## src/rtl/decimal_entry_peripheral_pkg.sv

```systemverilog
// Shared types and constants for the decimal entry peripheral and the signed decimal display.
package decimal_entry_peripheral_pkg;

  localparam int DIGIT_MAX = 9;
  localparam int ACC_W     = 30;

  typedef logic signed [31:0] data_t;

  // Listed in priority order: lower value wins when pulses coincide.
  typedef enum logic [1:0] {
    KEY_CLEAR = 2'd0,
    KEY_ENTER = 2'd1,
    KEY_NEG   = 2'd2,
    KEY_DIGIT = 2'd3
  } key_idx_e;

  function automatic data_t signed_entry(input logic [ACC_W-1:0] acc, input logic neg);
    data_t mag;
    mag = data_t'({{(32-ACC_W){1'b0}}, acc});
    return neg ? -mag : mag;
  endfunction

endpackage

```

## src/rtl/decimal_entry_peripheral_button_conditioner.sv

```systemverilog
// Active-low push-button conditioner: 2-flop synchronizer, level debounce,
// one-cycle press pulse on an accepted 1->0 transition.
module button_conditioner #(
  parameter int DEBOUNCE_CYCLES = 500000
) (
  input  logic clk,
  input  logic rst_n,
  input  logic key_n_i,
  output logic press_o
);

  localparam int CNT_W = $clog2(DEBOUNCE_CYCLES + 1);

  logic             sync1_q, sync2_q;
  logic             stable_q, stable_d;
  logic             pulse_q, pulse_d;
  logic [CNT_W-1:0] cnt_q, cnt_d;

  // Counter only runs while the synced level disagrees with the stable level;
  // any agreement drops it back to zero.
  always_comb begin
    stable_d = stable_q;
    cnt_d    = '0;
    pulse_d  = 1'b0;
    if (sync2_q != stable_q) begin
      if (cnt_q == CNT_W'(DEBOUNCE_CYCLES - 1)) begin
        stable_d = sync2_q;
        pulse_d  = ~sync2_q;
      end else begin
        cnt_d = cnt_q + 1'b1;
      end
    end
  end

  always_ff @(posedge clk or negedge rst_n) begin
    if (!rst_n) begin
      sync1_q  <= 1'b1;
      sync2_q  <= 1'b1;
      stable_q <= 1'b1;
      pulse_q  <= 1'b0;
      cnt_q    <= '0;
    end else begin
      sync1_q  <= key_n_i;
      sync2_q  <= sync1_q;
      stable_q <= stable_d;
      pulse_q  <= pulse_d;
      cnt_q    <= cnt_d;
    end
  end

  assign press_o = pulse_q;

endmodule

```

## src/rtl/decimal_entry_peripheral.sv

```systemverilog
// Signed decimal keypad entry: builds acc = acc*10 + d from debounced buttons and
// hands the committed value to the CPU through a valid/rd handshake.
module decimal_entry_peripheral
  import decimal_entry_peripheral_pkg::*;
#(
  parameter int DEBOUNCE_CYCLES = 500000,
  parameter int MAX_DIGITS      = 9
) (
  input  logic        clk,
  input  logic        rst_n,
  input  logic [3:0]  sw,
  input  logic        key_digit_n,
  input  logic        key_neg_n,
  input  logic        key_enter_n,
  input  logic        key_clear_n,
  input  logic        rd,
  output logic [31:0] dout,
  output logic        valid,
  output logic [31:0] entry,
  output logic [3:0]  digit_count,
  output logic        err,
  output logic        lost
);

  logic [3:0] keys_n;
  logic [3:0] press;

  assign keys_n[KEY_CLEAR] = key_clear_n;
  assign keys_n[KEY_ENTER] = key_enter_n;
  assign keys_n[KEY_NEG]   = key_neg_n;
  assign keys_n[KEY_DIGIT] = key_digit_n;

  for (genvar i = 0; i < 4; i++) begin : g_key
    button_conditioner #(.DEBOUNCE_CYCLES(DEBOUNCE_CYCLES)) u_cond (
      .clk     (clk),
      .rst_n   (rst_n),
      .key_n_i (keys_n[i]),
      .press_o (press[i])
    );
  end

  logic [ACC_W-1:0] acc_q, acc_d;
  logic             neg_q, neg_d;
  logic [3:0]       count_q, count_d;
  data_t            dout_q, dout_d;
  logic             valid_q, valid_d;
  logic             err_q, err_d;
  logic             lost_q, lost_d;
  data_t            entry_val;

  assign entry_val = signed_entry(acc_q, neg_q);

  // rd is applied first so that an enter in the same cycle can re-arm valid.
  always_comb begin
    acc_d   = acc_q;
    neg_d   = neg_q;
    count_d = count_q;
    dout_d  = dout_q;
    valid_d = valid_q;
    err_d   = err_q;
    lost_d  = lost_q;
    if (rd) begin
      valid_d = 1'b0;
      lost_d  = 1'b0;
    end
    if (press[KEY_CLEAR]) begin
      acc_d   = '0;
      neg_d   = 1'b0;
      count_d = '0;
      err_d   = 1'b0;
    end else if (press[KEY_ENTER]) begin
      if (!valid_q || rd) begin
        dout_d  = entry_val;
        valid_d = 1'b1;
        acc_d   = '0;
        neg_d   = 1'b0;
        count_d = '0;
      end else begin
        lost_d = 1'b1;
      end
    end else if (press[KEY_NEG]) begin
      neg_d = ~neg_q;
    end else if (press[KEY_DIGIT]) begin
      if ((sw <= 4'(DIGIT_MAX)) && (count_q < 4'(MAX_DIGITS))) begin
        acc_d   = (acc_q << 3) + (acc_q << 1) + ACC_W'(sw);
        count_d = count_q + 1'b1;
      end else begin
        err_d = 1'b1;
      end
    end
  end

  always_ff @(posedge clk or negedge rst_n) begin
    if (!rst_n) begin
      acc_q   <= '0;
      neg_q   <= 1'b0;
      count_q <= '0;
      dout_q  <= '0;
      valid_q <= 1'b0;
      err_q   <= 1'b0;
      lost_q  <= 1'b0;
    end else begin
      acc_q   <= acc_d;
      neg_q   <= neg_d;
      count_q <= count_d;
      dout_q  <= dout_d;
      valid_q <= valid_d;
      err_q   <= err_d;
      lost_q  <= lost_d;
    end
  end

  assign dout        = dout_q;
  assign valid       = valid_q;
  assign entry       = entry_val;
  assign digit_count = count_q;
  assign err         = err_q;
  assign lost        = lost_q;

endmodule

```

## config.mk

```make
export PLATFORM = sky130hd
export DESIGN_NAME = decimal_entry_peripheral
export DESIGN_NICKNAME = d
export VERILOG_FILES = /design/src/rtl/decimal_entry_peripheral_pkg.sv /design/src/rtl/decimal_entry_peripheral_button_conditioner.sv /design/src/rtl/decimal_entry_peripheral.sv
export SDC_FILE = /design/constraint.sdc
export NUM_CORES = 1
export LEC_CHECK = 0
export CAP_MARGIN = 10
export CORE_MARGIN = 10
export CORE_UTILIZATION = 53
export DETAILED_ROUTE_END_ITERATION = 6
export PLACE_DENSITY = 0.78
export SKIP_CTS_REPAIR_TIMING = 1
export SLEW_MARGIN = 20
export SYNTH_ARGS = -nofsm -noshare
export SYNTH_HDL_FRONTEND = slang
export SYNTH_SLANG_ARGS = --single-unit
```

## constraint.sdc

```tcl
create_clock -name clk -period 3 [get_ports clk]
set_input_delay 0.3 -clock clk [delete_from_list [all_inputs] [get_ports clk]]
set_output_delay 0.3 -clock clk [all_outputs]
set_load 0.03 [all_outputs]
```

### Word-level counts from Yosys, hierarchy flattened

Index checks and enable logic that the tools add are counted.

* add/sub/neg operators: 8
* $mul: 0
* div/mod/pow operators: 0
* order comparisons: 2
* equality and inequality tests: 13
* shifts and indexed selects: 0
* mux-type cells: 46
* bitwise logic cells: 6
* reduce and logical (&&, ||, !) cells: 15

Operator list (count)
* 30-bit two-way mux: 6
* 19-bit two-way mux: 8
* 19-bit by 1-bit adder with 19-bit output (second input constant): 4
* 19-bit == test (second input constant): 4
* 32-bit two-way mux: 1
* 30-bit negator with 32-bit output: 1
* 30-bit adder: 1
* 30-bit by 4-bit adder with 30-bit output: 1
* 1-bit two-way mux: 25
* 4-bit two-way mux: 6
* 2-bit AND reduction: 5
* 3-bit nonzero test: 3
* 4-bit AND reduction: 2
* 3-bit != test (second input constant): 2
* 1-bit NOT: 6
* 4-bit by 1-bit adder with 4-bit output (second input constant): 1
* 4-bit <= comparator (second input constant): 1
* 4-bit < comparator (second input constant): 1
* 1-bit != test: 4
* 2-bit != test (second input constant): 2
* 3-bit AND reduction: 1
* 2-bit by 1-bit != test with 1-bit output (second input constant): 1
* 2-bit nonzero test: 1
* 1-bit logical AND: 1
* 2 further kinds: 2

* register bits after elaboration: 162
* latch bits: 0
* RAM bits: 0
* memory bits (read-only): 0
* output and inout port bits: 71
* logic and storage cells: 117
* memories: 0

### Longest topological paths before layout

* depth after elaboration: 7
* mapped depth: 12

### Hierarchy

From an unflattened synthesis, not the netlist that was laid out.

* cells, all modules: 987
* area total of the unflattened synthesis: 9729.3 sq um

Modules (own cells, without submodules)
* decimal_entry_peripheral: times used 1, cells each 547, area each 5240.0 sq um, sequential area each 1751.7 sq um
* button_conditioner: times used 4, cells each 110, area each 1122.3 sq um, sequential area each 579.3 sq um

### Worst setup path before layout

OpenSTA, ideal clock, no wires.

* path kind: register to register
* start: register acc_q[0]
* end: register acc_q[28]
* setup time: 0.122 ns
* arrival time: 2.993 ns
* data required time: 2.878 ns
* setup slack: -0.115 ns
* stages on the path, launching flop included: 12
* cell sequence: dfrtp_1 > inv_1 > fa_1 > fa_1 > nor2b_1 > o21ai_0 > o21ai_0 > a21oi_1 > o31a_1 > nor4_1 > o21ai_0 > a32o_1

* word-level cells in the longest chain between the ends: 7

RTL lines
* start, declared: line decimal_entry_peripheral.sv:42 `logic [ACC_W-1:0] acc_q, acc_d;`
* start signal, assigned: line decimal_entry_peripheral.sv:95 `acc_q <= '0;`
* start signal, assigned: line decimal_entry_peripheral.sv:103 `acc_q <= acc_d;`
* 30-bit adder: line decimal_entry_peripheral.sv:85 `acc_d = (acc_q << 3) + (acc_q << 1) + ACC_W'(sw);`
* 30-bit by 4-bit adder with 30-bit output: line decimal_entry_peripheral.sv:85
* 30-bit two-way mux: line decimal_entry_peripheral.sv:84 `if ((sw <= 4'(DIGIT_MAX)) && (count_q < 4'(MAX_DIGITS))) begin`
* 30-bit two-way mux: line decimal_entry_peripheral.sv:83 `end else if (press[KEY_DIGIT]) begin`
* 30-bit two-way mux: line decimal_entry_peripheral.sv:81 `end else if (press[KEY_NEG]) begin`
* 30-bit two-way mux: line decimal_entry_peripheral.sv:71 `end else if (press[KEY_ENTER]) begin`
* 30-bit two-way mux: line decimal_entry_peripheral.sv:66 `if (press[KEY_CLEAR]) begin`

Every way passes these cells. The select of a mux whose other input is x is not followed.
A chain may end at the register's enable or synchronous reset.

### Worst setup path in the final report

* start: register acc_q[13]
* end: output port entry[26]

* word-level cells in the longest chain between the ends: 2

RTL lines
* 30-bit negator with 32-bit output: line decimal_entry_peripheral_pkg.sv:20 `return neg ? -mag : mag;`
* 32-bit two-way mux: line decimal_entry_peripheral_pkg.sv:20
* end, declared: line decimal_entry_peripheral.sv:19 `output logic [31:0] entry,`

Every way passes these cells.

==> results.yml <==
critical_path:
  critPathLaunch: "acc_q[13]"
  r2r-start: "acc_q[5]"
  critPathArrivalTime_ns: 2.96
  crit_fanout: 4
  worstSetupEndpointType: "output port"
  crit_type: "reg2out"
  startpoint_type: "flop"
  cp.required_ns: 2.70
logic_synthesis:
  synth_top_family_by_area: "simple AND/OR/NAND/NOR gates"
  ys_ff_latch: 162
  ys_seq_area_frac: 0.443
  ys_warn_count: 0
  syn-instance-count: 934
  synthTopCellsByCount: "150 x dfrtp_1, 105 x nor2_1, 87 x nand2_1"
  yosysTopAreaCell: "dfrtp_1"
  synth_xor_area_frac: 0.111
  synthDistinctLibCells: 64
  ys.flop_type: "dfrtp_1"
  synthArstFlopShare: 1.00
  netlist_top_cells_area: "dfrtp_1 41%, ha_1 8.3%, xor2_1 5.6%"
  yosysTopAreaCellShare: 0.408
  synth_adder_area_share: 0.0874
  synth_compound_area_frac: 0.109
  syn-cell-area_um2: 9190
  syn_nets: 1008
  synth-simple-area-share: 0.181
  avgSynthCellArea_um2: 9.84
  synth_edf_count: 0
  synth.most_common_cell: "dfrtp_1"
  synth_mux_area_frac: 0.0441
min_path:
  hold_class: "in2reg"
  hold_start: "key_neg_n"
drt:
  routed_wl_um: 22100
  num_vias: 7448
  via_per_inst: 5.70
  firstDrtPassIters: 5
  drc_errors: 0
  drt_iter0_drc: 574
  routedWlPerCell_um: 16.9
  ant_nets: 0
layout:
  seqCellArea_um2: 4070
  fill_cells: 1319
  final_core_util: 0.668
  syn_to_final_growth_pct: 24.4
  drive_above_1_share: 0.209
  multi_input_area_um2: 5120
  diodes: 0
  layout.nets: 1143
outcome:
  status: "finished with violations"
  failed_checks: "negative setup slack"
clock_network:
  clk_pin_slew_worst_paths_ns: 0.07
  cts_tree: "built"
  cts_buffer_depth: 2
  clockRootBuffer: "clkbuf_16"
  cts_max_level: 4
  insertion_delay_ns: 0.44
  cts_sinks: 162
  cts_inserted_buffers: 17
global_route:
  grt_use_total: 0.190
  grt_pass1_wl_um: 35500
  antenna_found_initial: 0
  grt_max_degree: 80
  grt_pass1_vias: 7244
  grt_overflow: 0
job:
  maxCapViolCount: 0
timing:
  hold_viol_final: 0
  max_freq_mhz: 307
  fin_crit_ns: 3.26
  min_period_over_period: 1.09
  rsz0062_at_grt: "yes"
  skew_ns: 0.0124
  slew_headroom: 0.505
  setup_ws_ns: -0.256
  setup_viol: 14
  worstMarginPinSlew_ns: 0.743
  maxSlewViolCount: 0
pwr:
  p_leak_nw: 5.52
  powerDensity_nw_per_um2: 383
  ir_worst_vdd_v: 0.000395
  power_mw: 4.37
  pwr-share-seq: 0.508
  p_int_mw: 3.34
  switching_power_mw: 1.03
  swShare: 0.237
  clkPwrFrac: 0.466
  p_comb_frac: 0.026
placed_design:
  io_buffers: 81
  post-dp-hpwl_um: 15500
  gp_congestion: 0.911
floorplan:
  start_util: 0.537
  core_um2: 17100
  row_count: 48
  die_h_um: 152
  die_w_um: 152
  die_area_um2: 23000
  io_pins: 82
cell type report:
| class | instances | area share |
|---|---|---|
| Clock inverter | 13 | 0.00909 |
| Clock buffer | 19 | 0.0388 |
| Sequential cell | 162 | 0.357 |
| Inverter | 29 | 0.00953 |
| Multi-Input combinational cell | 713 | 0.448 |
| Timing Repair Buffer | 146 | 0.114 |
| Tap cell | 225 | 0.0246 |
path summary, 6_finish.rpt:
| path | slack, ns | endpoint | cells past startpoint |
|---|---|---|---|
| setup / recovery | -0.26 | entry[26] | 8 |
| min in group asynchronous | 0.50 | dout[4] | 2 |
| hold / removal | 0.27 | g_key[2].u_cond.sync1_q | 1 |
| max in group asynchronous | 1.80 | dout[24] | 3 |
| setup reg to reg | -0.09 | acc_q[23] | 12 |
| hold reg to reg | 0.36 | g_key[1].u_cond.sync2_q | 0 |
power groups by stage:
| stage | clock network [mW] | logic (mW) | registers (mW) |
|---|---|---|---|
| 5_1_grt | 2.16 | 0.134 | 2.22 |
| 3_5_place_dp | 0 | 0.114 | 2.26 |
| 3_3_place_gp | 0 | 0.112 | 2.26 |
| 4_1_cts | 2.07 | 0.114 | 2.22 |
| 2_1_floorplan | 0 | 0.0393 | 2.26 |
| 6_report | 2.04 | 0.113 | 2.22 |
stage by stage:
stage          hold WS (ns)  TNS [ns]  std cells  setup WS, ns  instance area, um^2
6_report              0.268     -1.98       1307        -0.256                11400
5_1_grt               0.274     -4.32       1307        -0.410                11400
4_1_cts             -0.0717     -4.31       1283        -0.405                11000
3_5_place_dp          0.347     -7.76       1251        -0.639                10500
3_3_place_gp          0.346     -6.07       1251        -0.506                10500
2_1_floorplan       0.00441   -0.0137        934       -0.0137                 9190
per-layer routing:
metal  vias to the layer above  global-route usage  part of all wire
met5                         -                   0                 0
met4                         0              0.0634             0.019
met3                        43              0.0386             0.061
met2                       225               0.311              0.49
met1                      3622               0.246              0.43
li1                       3558                   -                 -
cells by family after synthesis:
logic type | count (synthesis)
AOI/OAI and AO/OA | 159
xor gates and xnor gates | 116
and+or+nand+nor | 339
buffers and inverters | 59
muxes | 36
DFF | 162
adders and majority gates | 63
state kept, by name (all words and copies together), names as in the netlist:
register / flops
lost: 1
g_key.u_cond.cnt_q: 76
g_key.u_cond.stable_q: 4
neg_q: 1
err: 1
dout: 32
valid: 1
g_key.u_cond.press_o: 4
acc_q: 30
g_key.u_cond.sync2_q: 4
g_key.u_cond.sync1_q: 4
digit_count: 4
cells in the final DEF, fill, tap and decap left out, drive strengths merged, types with 3 or more instances in the layout:
master,Yosys,layout
dfstp,12,12
nor3,11,11
and2,3,3
xnor2,57,57
nand2b,8,8
and3,14,14
and4,3,3
inv,29,33
nor4b,3,3
buf,5,87
nor3b,3,3
a22o,5,5
o21ai,55,55
nor2b,5,5
or4,4,4
nand4,22,22
nand4b,3,3
clkinv,0,5
a21oi,38,38
dfrtp,150,150
or2,7,7
nor4,12,12
nand3,28,28
clkdlybuf4s50,0,53
mux2,36,36
clkbuf,25,20
dlymetal6s2s,0,4
nand2,87,87
clkinvlp,0,4
ha,61,61
o41ai,3,3
o21bai,5,5
nor2,105,105
a21o,18,18
xor2,59,59
or3,17,17
a211oi,7,7
a31oi,3,3
o31ai,9,9
critical path, cell delays in order, from the launching register on:
cell,delay (ns)
dfrtp_2,0.43
or4_4,0.57
nor4_4,0.31
nand4b_1,0.18
or2_4,0.31
nor3_1,0.20
nor2_1,0.10
xor2_1,0.22
buf_4,0.20
(Power assumes the default switching activity.)
